--- config.mk ---
export PLATFORM = sky130hd
export DESIGN_NAME = bist_ctrl
export DESIGN_NICKNAME = d
export VERILOG_FILES = /design/src/rtl/bist_ctrl.sv
export SDC_FILE = /design/constraint.sdc
export NUM_CORES = 1
export LEC_CHECK = 0
export BUFFER_PORTS_ARGS = -buffer_cell sky130_fd_sc_hd__buf_2
export CAP_MARGIN = 40
export CELL_PAD_IN_SITES_DETAIL_PLACEMENT = 0
export CELL_PAD_IN_SITES_GLOBAL_PLACEMENT = 2
export CORE_AREA = 2 2 71 73
export DETAILED_ROUTE_END_ITERATION = 7
export DIE_AREA = 0 0 73 75
export PLACE_DENSITY = 0.76
export SYNTH_ARGS = -nofsm -noshare
export SYNTH_HDL_FRONTEND = slang
export SYNTH_SLANG_ARGS = --single-unit
--- constraint.sdc ---
create_clock -name clk_i -period 3 [get_ports clk_i]
set_clock_uncertainty 0.1 [all_clocks]
set_input_delay 0.6 -clock clk_i [delete_from_list [all_inputs] [get_ports clk_i]]
set_output_delay 0.6 -clock clk_i [all_outputs]
set_load 0.05 [all_outputs]
--- src/rtl/bist_ctrl.sv ---
// bist_ctrl: stimulus generator plus MISR response compactor with golden-signature check.
// Stimulus is a binary counter by default; define BIST_LFSR_EN for a Galois LFSR source.
module bist_ctrl #(
  parameter int StimWidth = 8,
  parameter int RespWidth = 8,
  parameter int NumPatterns = 256,
  parameter int RespLatency = 0,
  parameter logic [RespWidth-1:0] MisrPoly = RespWidth'(8'h1D)
`ifdef BIST_LFSR_EN
  ,
  parameter logic [StimWidth-1:0] StimPoly = StimWidth'(8'h1D),
  parameter logic [StimWidth-1:0] LfsrSeed = StimWidth'(8'h01)
`endif
) (
  input  logic                 clk_i,
  input  logic                 rst_ni,
  input  logic                 start_i,
  input  logic [RespWidth-1:0] golden_i,
  input  logic [RespWidth-1:0] resp_i,
  output logic [StimWidth-1:0] stim_o,
  output logic                 busy_o,
  output logic                 done_o,
  output logic                 pass_o,
  output logic [RespWidth-1:0] signature_o
);
  localparam int CW = $clog2(NumPatterns + RespLatency + 1);
  typedef enum logic [1:0] {IDLE, RUN, FLUSH, DONE} state_t;
  state_t r_state, w_next;
  logic                 r_start, r_pass, w_busy, w_enter, w_cmp;
  logic [CW-1:0]        r_cnt;
  logic [StimWidth-1:0] r_stim, w_step, w_first;
  logic [RespWidth-1:0] r_sig, w_sig_nxt;
  always_ff @(posedge clk_i or negedge rst_ni)
    if (!rst_ni) r_state <= IDLE;
    else r_state <= w_next;
  // start is registered once, so pattern 0 appears one cycle after the accepting edge
  always_comb begin
    w_enter = r_start && (r_state == IDLE || r_state == DONE);
    w_next = r_state;
    if (w_enter) w_next = RUN;
    else if (r_state == RUN && r_cnt == CW'(NumPatterns - 1)) w_next = (RespLatency > 0) ? FLUSH : DONE;
    else if (r_state == FLUSH && r_cnt == CW'(NumPatterns + RespLatency - 1)) w_next = DONE;
  end
  assign w_busy = r_state == RUN || r_state == FLUSH;
`ifdef BIST_LFSR_EN
  assign w_step  = {r_stim[StimWidth-2:0], 1'b0} ^ (r_stim[StimWidth-1] ? StimPoly : '0);
  assign w_first = LfsrSeed;
`else
  assign w_step  = r_stim + StimWidth'(1);
  assign w_first = '0;
`endif
  assign w_sig_nxt = {r_sig[RespWidth-2:0], 1'b0} ^ (r_sig[RespWidth-1] ? MisrPoly : '0) ^ resp_i;
  // responses lag stimulus by RespLatency, so only the last NumPatterns busy cycles compact
  generate
    if (RespLatency == 0) begin : g_nolat
      assign w_cmp = w_busy;
    end else begin : g_lat
      assign w_cmp = w_busy && (r_cnt >= CW'(RespLatency));
    end
  endgenerate
  always_ff @(posedge clk_i or negedge rst_ni)
    if (!rst_ni) begin
      r_start <= 1'b0;
      r_cnt   <= '0;
      r_stim  <= '0;
      r_sig   <= '0;
      r_pass  <= 1'b0;
    end else begin
      r_start <= start_i && (r_state == IDLE || r_state == DONE);
      r_cnt   <= w_enter ? '0 : w_busy ? r_cnt + CW'(1) : r_cnt;
      r_stim  <= (w_next != RUN) ? '0 : (r_state == RUN) ? w_step : w_first;
      r_sig   <= w_enter ? '0 : w_cmp ? w_sig_nxt : r_sig;
      r_pass  <= w_enter ? 1'b0 : (w_busy && w_next == DONE) ? (w_sig_nxt == golden_i) : r_pass;
    end
  assign stim_o      = r_stim;
  assign busy_o      = w_busy;
  assign done_o      = r_state == DONE;
  assign pass_o      = r_pass;
  assign signature_o = r_sig;
endmodule
# == Word level (Yosys, flattened, before mapping) ==
# Cells that the tools add are included.
# totals
in_bits,19
word_cells,39
reg_bits,29
# classes
eq_ne,7
reduce_logical,10
n_addsub,2
mux,12
n_bitwise,2
# op_table
cell,n
$mux 8,4
$mux 9,2
$add 9x1->9 const B,1
$eq 9x8->1 const B,1
$add 8x1->8 const B,1
$eq 8x8->1,1
$xor 8x5->8,1
$xor 8x8->8,1
$eq 2x2->1 const B,3
$mux 2,3
$logic_and 1x1->1,5
$mux 5,1
$reduce_bool 2->1,2
$eq 2x1->1 const B,1
$logic_not 2->1,1
$logic_or 1x1->1,2
$mux 1,2
$ne 2x1->1 const B,1

# == Logic depth before layout (Yosys ltp) ==
# logic_depth
depth_word,9
depth_mapped,8
mapped_depth_nobuf,8

# == Worst setup path before layout ==
# OpenSTA, ideal clock, no wires.
# synth_path
path_type,reg2reg
startpoint,register r_state[0]
endpoint,register r_cnt[6]
t_required_ns,2.779
path_buffers,0
arrival_time_ns,1.673
setup_slack_ns,1.106
stages_incl_launch_ff,7
path_cell_list,dfrtp_1 > inv_1 > ha_1 > inv_1 > nor2_1 > o21bai_1 > a22o_1
# synth_via
elab_cells_between_ends,9
cone_classes,eq/ne: 3; mux: 1; reduce/logical: 5
# synth_rtl
item,line,source
"start, declared",28,"state_t r_state, w_next;"
"start signal, assigned",35,else r_state <= w_next;
$eq 2x1->1 / $eq 2x2->1 (equally long branches),44,assign w_busy = r_state == RUN || r_state == FLUSH;
$logic_or 1x1->1 (*),44,
via busy_o,21,"output logic busy_o,"
$reduce_bool 2->1 (no line) (*),--,
"end signal, assigned",70,r_cnt <= w_enter ? '0 : w_busy ? r_cnt + CW'(1) : r_cnt;
"end, declared",30,logic [CW-1:0] r_cnt;
# Mark *: on every way through the listed nets, which the timed path passes. The rest lies on a longest branch.
# A chain may end at the register's enable or synchronous reset.

# == Final worst setup path ==
# layout_path
startpoint,register r_state[0]
endpoint,output port busy_o
# layout_via
elab_chain_len,2
elab_cells_between_ends,3
cone_classes,eq/ne: 2; reduce/logical: 1
# layout_rtl
item,line
$eq 2x1->1 / $eq 2x2->1 (equally long branches),44
$logic_or 1x1->1 (*),44
"end, declared",21
# Every way passes the cells marked *; elsewhere a longest branch is shown, timed or not.

==> impl_metrics.tcl <==
set metrics [dict create \
    timing.rr.start "r_cnt[0]$_DFFE_PN0P_" \
    power_frac_seq_pct 36.0 \
    post_cts_buffers 0 \
    cp_cell_sequence "inv_1 > ha_1 > inv_1 > buf_2" \
    diodes 0 \
    clk_latency_ns 0.27 \
    cp_max_fo 5 \
    ir_drop_uv 497.1 \
    leakage_uw 0.0009449 \
    ys.flop_type "dfrtp_1" \
    clockBufferDepth 2 \
    rrSetupSlack_ns 0.93 \
    worstPathRequired_ns 2.30 \
    crit_arrival_ns 1.46 \
    die_h_um 75 \
    internal_power_uw 1048 \
    ctsResizeCount 0 \
    yosysTopAreaCellShare_pct 45.96 \
    relSlewSlack_pct 55.66 \
    syn_area_um2 1579 \
    synth_edf_count 0 \
    syn2layout_area_growth_pct 20.29 \
    reg2reg_depth 7 \
    grt-ovfl-total 0 \
    yosys_register_bits 29 \
    min_period_ns 2.161 \
    gp_congestion 0.7439 \
    synth.largest_area_cell "dfrtp_1" \
    grt_max_degree 32 \
    power-per-cell-area_nw_per_um2 968.8 \
    grt_pass1_vias 1187 \
    tightest_slew_ns 0.6652 \
    ys_warn_count 0 \
    grt_pass1_wl_mm 5.506 \
    crit_start "r_state[0]$_DFF_PN0_" \
    crit_family "buffers and inverters" \
    rsz0062_at_grt "false" \
    synth_area_leaders "dfrtp_1 46%, xnor3_1 7.1%, xnor2_1 5.0%, ha_1 4.8%, nand2_1 4.5%" \
    finalNonFillerCells 243 \
    synthDistinctLibCells 33 \
    cts.clk_slew.worst_paths_ns 0.06 \
    p_comb_share_pct 46.7 \
    num_rows 25 \
    fmax_ghz 0.4628 \
    cts_sinks 29 \
    dr.pass1.iters 4 \
    crit_top_cell "inv_1" \
    hold_violations 0 \
    crit_slowest_cell "dfrtp_1" \
    pin_count 38 \
    path_buf_inv 3 \
    maxCapViolCount 0 \
    reg2reg_to "stim_o[2]$_DFF_PN0_" \
    fin_crit_sh_pct 72.03 \
    seq_area_frac_synth_pct 45.96 \
    grt_antenna_before_repair 0 \
    start_kind "flop" \
    initial_core_util_pct 33.88 \
    drtIter0Drc 18 \
    outcome "finished, final reports clean" \
    setup_viol 0 \
    slowest_delay_ns 0.41 \
    holdBufCountCts 0 \
    die_area_um2 5475 \
    vias 1207 \
    postSynth.asyncResetShare_pct 100.0 \
    postSynthCellCount 149 \
    drive_gt1_share_pct 24.87 \
    dpl.hpwl_mm 2.357 \
    die_w_um 73 \
    cp-end-kind "output port" \
    htreeDepth 2 \
    min_path_type "input pin to asynchronous set/reset pin" \
    wl_per_cell_um 13.44 \
    nets 214 \
    routed_wirelength_mm 3.267 \
    avgSynthCellArea_um2 10.60 \
    numPortBuffers 37 \
    grtUsageTotal_pct 13.58 \
    ant_nets 0 \
    p_clk_share_pct 17.3 \
    route.detailed.drc 0 \
    power.switching_uw 792.4 \
    sw_frac_of_total_pct 43.06 \
    tns_ns 0 \
    core_area_um2 4661 \
    cts_tree "built" \
    viasPerCell 4.967 \
    synth_nets 174 \
    n_fill_cell 469 \
    cts_buffers 5 \
    dp_cells 236 \
    root_buffer "clkbuf_8" \
    criticalPathCategory "flop to output port" \
    slew_violations 0 \
]
## worst max-delay path by stage
stage	endpoint	slack, ns	cells past startpoint
2_1_floorplan	r_cnt[6]$_DFFE_PN0P_	1.11	6
3_3_place_gp	stim_o[4]$_DFF_PN0_	1.01	7
3_5_place_dp	stim_o[2]$_DFF_PN0_	0.93	7
4_1_cts	busy_o	0.81	4
5_1_grt	busy_o	0.74	4
6_report	busy_o	0.84	4
## per-stage QoR
| step | hold slack [ns] | total power (uW) | worst slack, ns | area (um2) | utilization (%) |
|---|---|---|---|---|---|
| after floorplan | 0.2044 | 1358 | 1.106 | 1579 | - |
| after global placement | 0.3614 | 1521 | 1.014 | 1813 | 38.90 |
| after detailed placement | 0.3609 | 1534 | 0.9341 | 1813 | 38.90 |
| after CTS | 0.2838 | 1865 | 0.8139 | 1899 | 40.75 |
| after global routing | 0.3133 | 1958 | 0.7367 | 1899 | 40.75 |
| final | 0.2613 | 1840 | 0.8391 | 1899 | 40.75 |
## routing by layer
layer / global-route usage (%) / vias up / routed length (um)
met5: 0 / - / 0
met2: 22.52 / 46 / 1574
li1: - / 594 / -
met1: 16.28 / 563 / 1422
met3: 4.552 / 4 / 218
met4: 5.556 / 0 / 52
## power groups by stage
stage                     registers (uW)  logic (uW)  clock network, uW
after global routing                 689         920                349
after global placement               661         860                  0
after detailed placement             666         868                  0
after floorplan                      896         462                  0
final                                663         860                318
after CTS                            663         870                332
## cells in the mapped netlist (all sizes together) (2+ instances only)
cell type	instances
mux2i	3
nand2	19
buf	2
o21ai	7
o31ai	2
ha	6
xor2	8
o22ai	10
nor2	12
and3	6
inv	4
dfrtp	29
xnor2	10
xnor3	6
clkbuf	3
nand3	8
## layout make-up
class                   count  area [um2]  area share, %
multi-input cells         111       812.0          42.75
flip-flops and latches     29       725.7          38.21
repair buffers             38       192.7          10.14
clock buffers               7       86.33          4.545
well taps                  54       67.56          3.557
inverters                   4       15.01         0.7905
## state kept, by name, summed over array words and instances, names as in the netlist
signal       flops
r_cnt            9
pass_o           1
signature_o      8
r_state          2
r_start          1
stim_o           8
## cells in the final DEF, fill, tap and decap left out, types with 2 or more instances in the layout
master and count:
buf_2 37, dfrtp_1 29, nand2_1 19, nor2_1 12, o22ai_1 10, xnor2_1 9, nand3_1 8, xor2_1 8
o21ai_0 7, and3_1 6, ha_1 6, clkbuf_8 6, xnor3_1 5, inv_1 4, mux2i_1 3, o31ai_1 2
## kinds of logic after synthesis
kind of cell             Yosys count  synth area share [%]
AND/OR/NAND/NOR                   52                 15.22
XOR/XNOR                          24                 19.10
adder cells (fa/ha/maj)            6                 4.754
multiplexers                       3                 1.902
buffers and inverters              9                 2.614
AO/OA/AOI/OAI                     26                 10.46
flip-flops                        29                 45.96
Power figures use the tool's default switching activity.
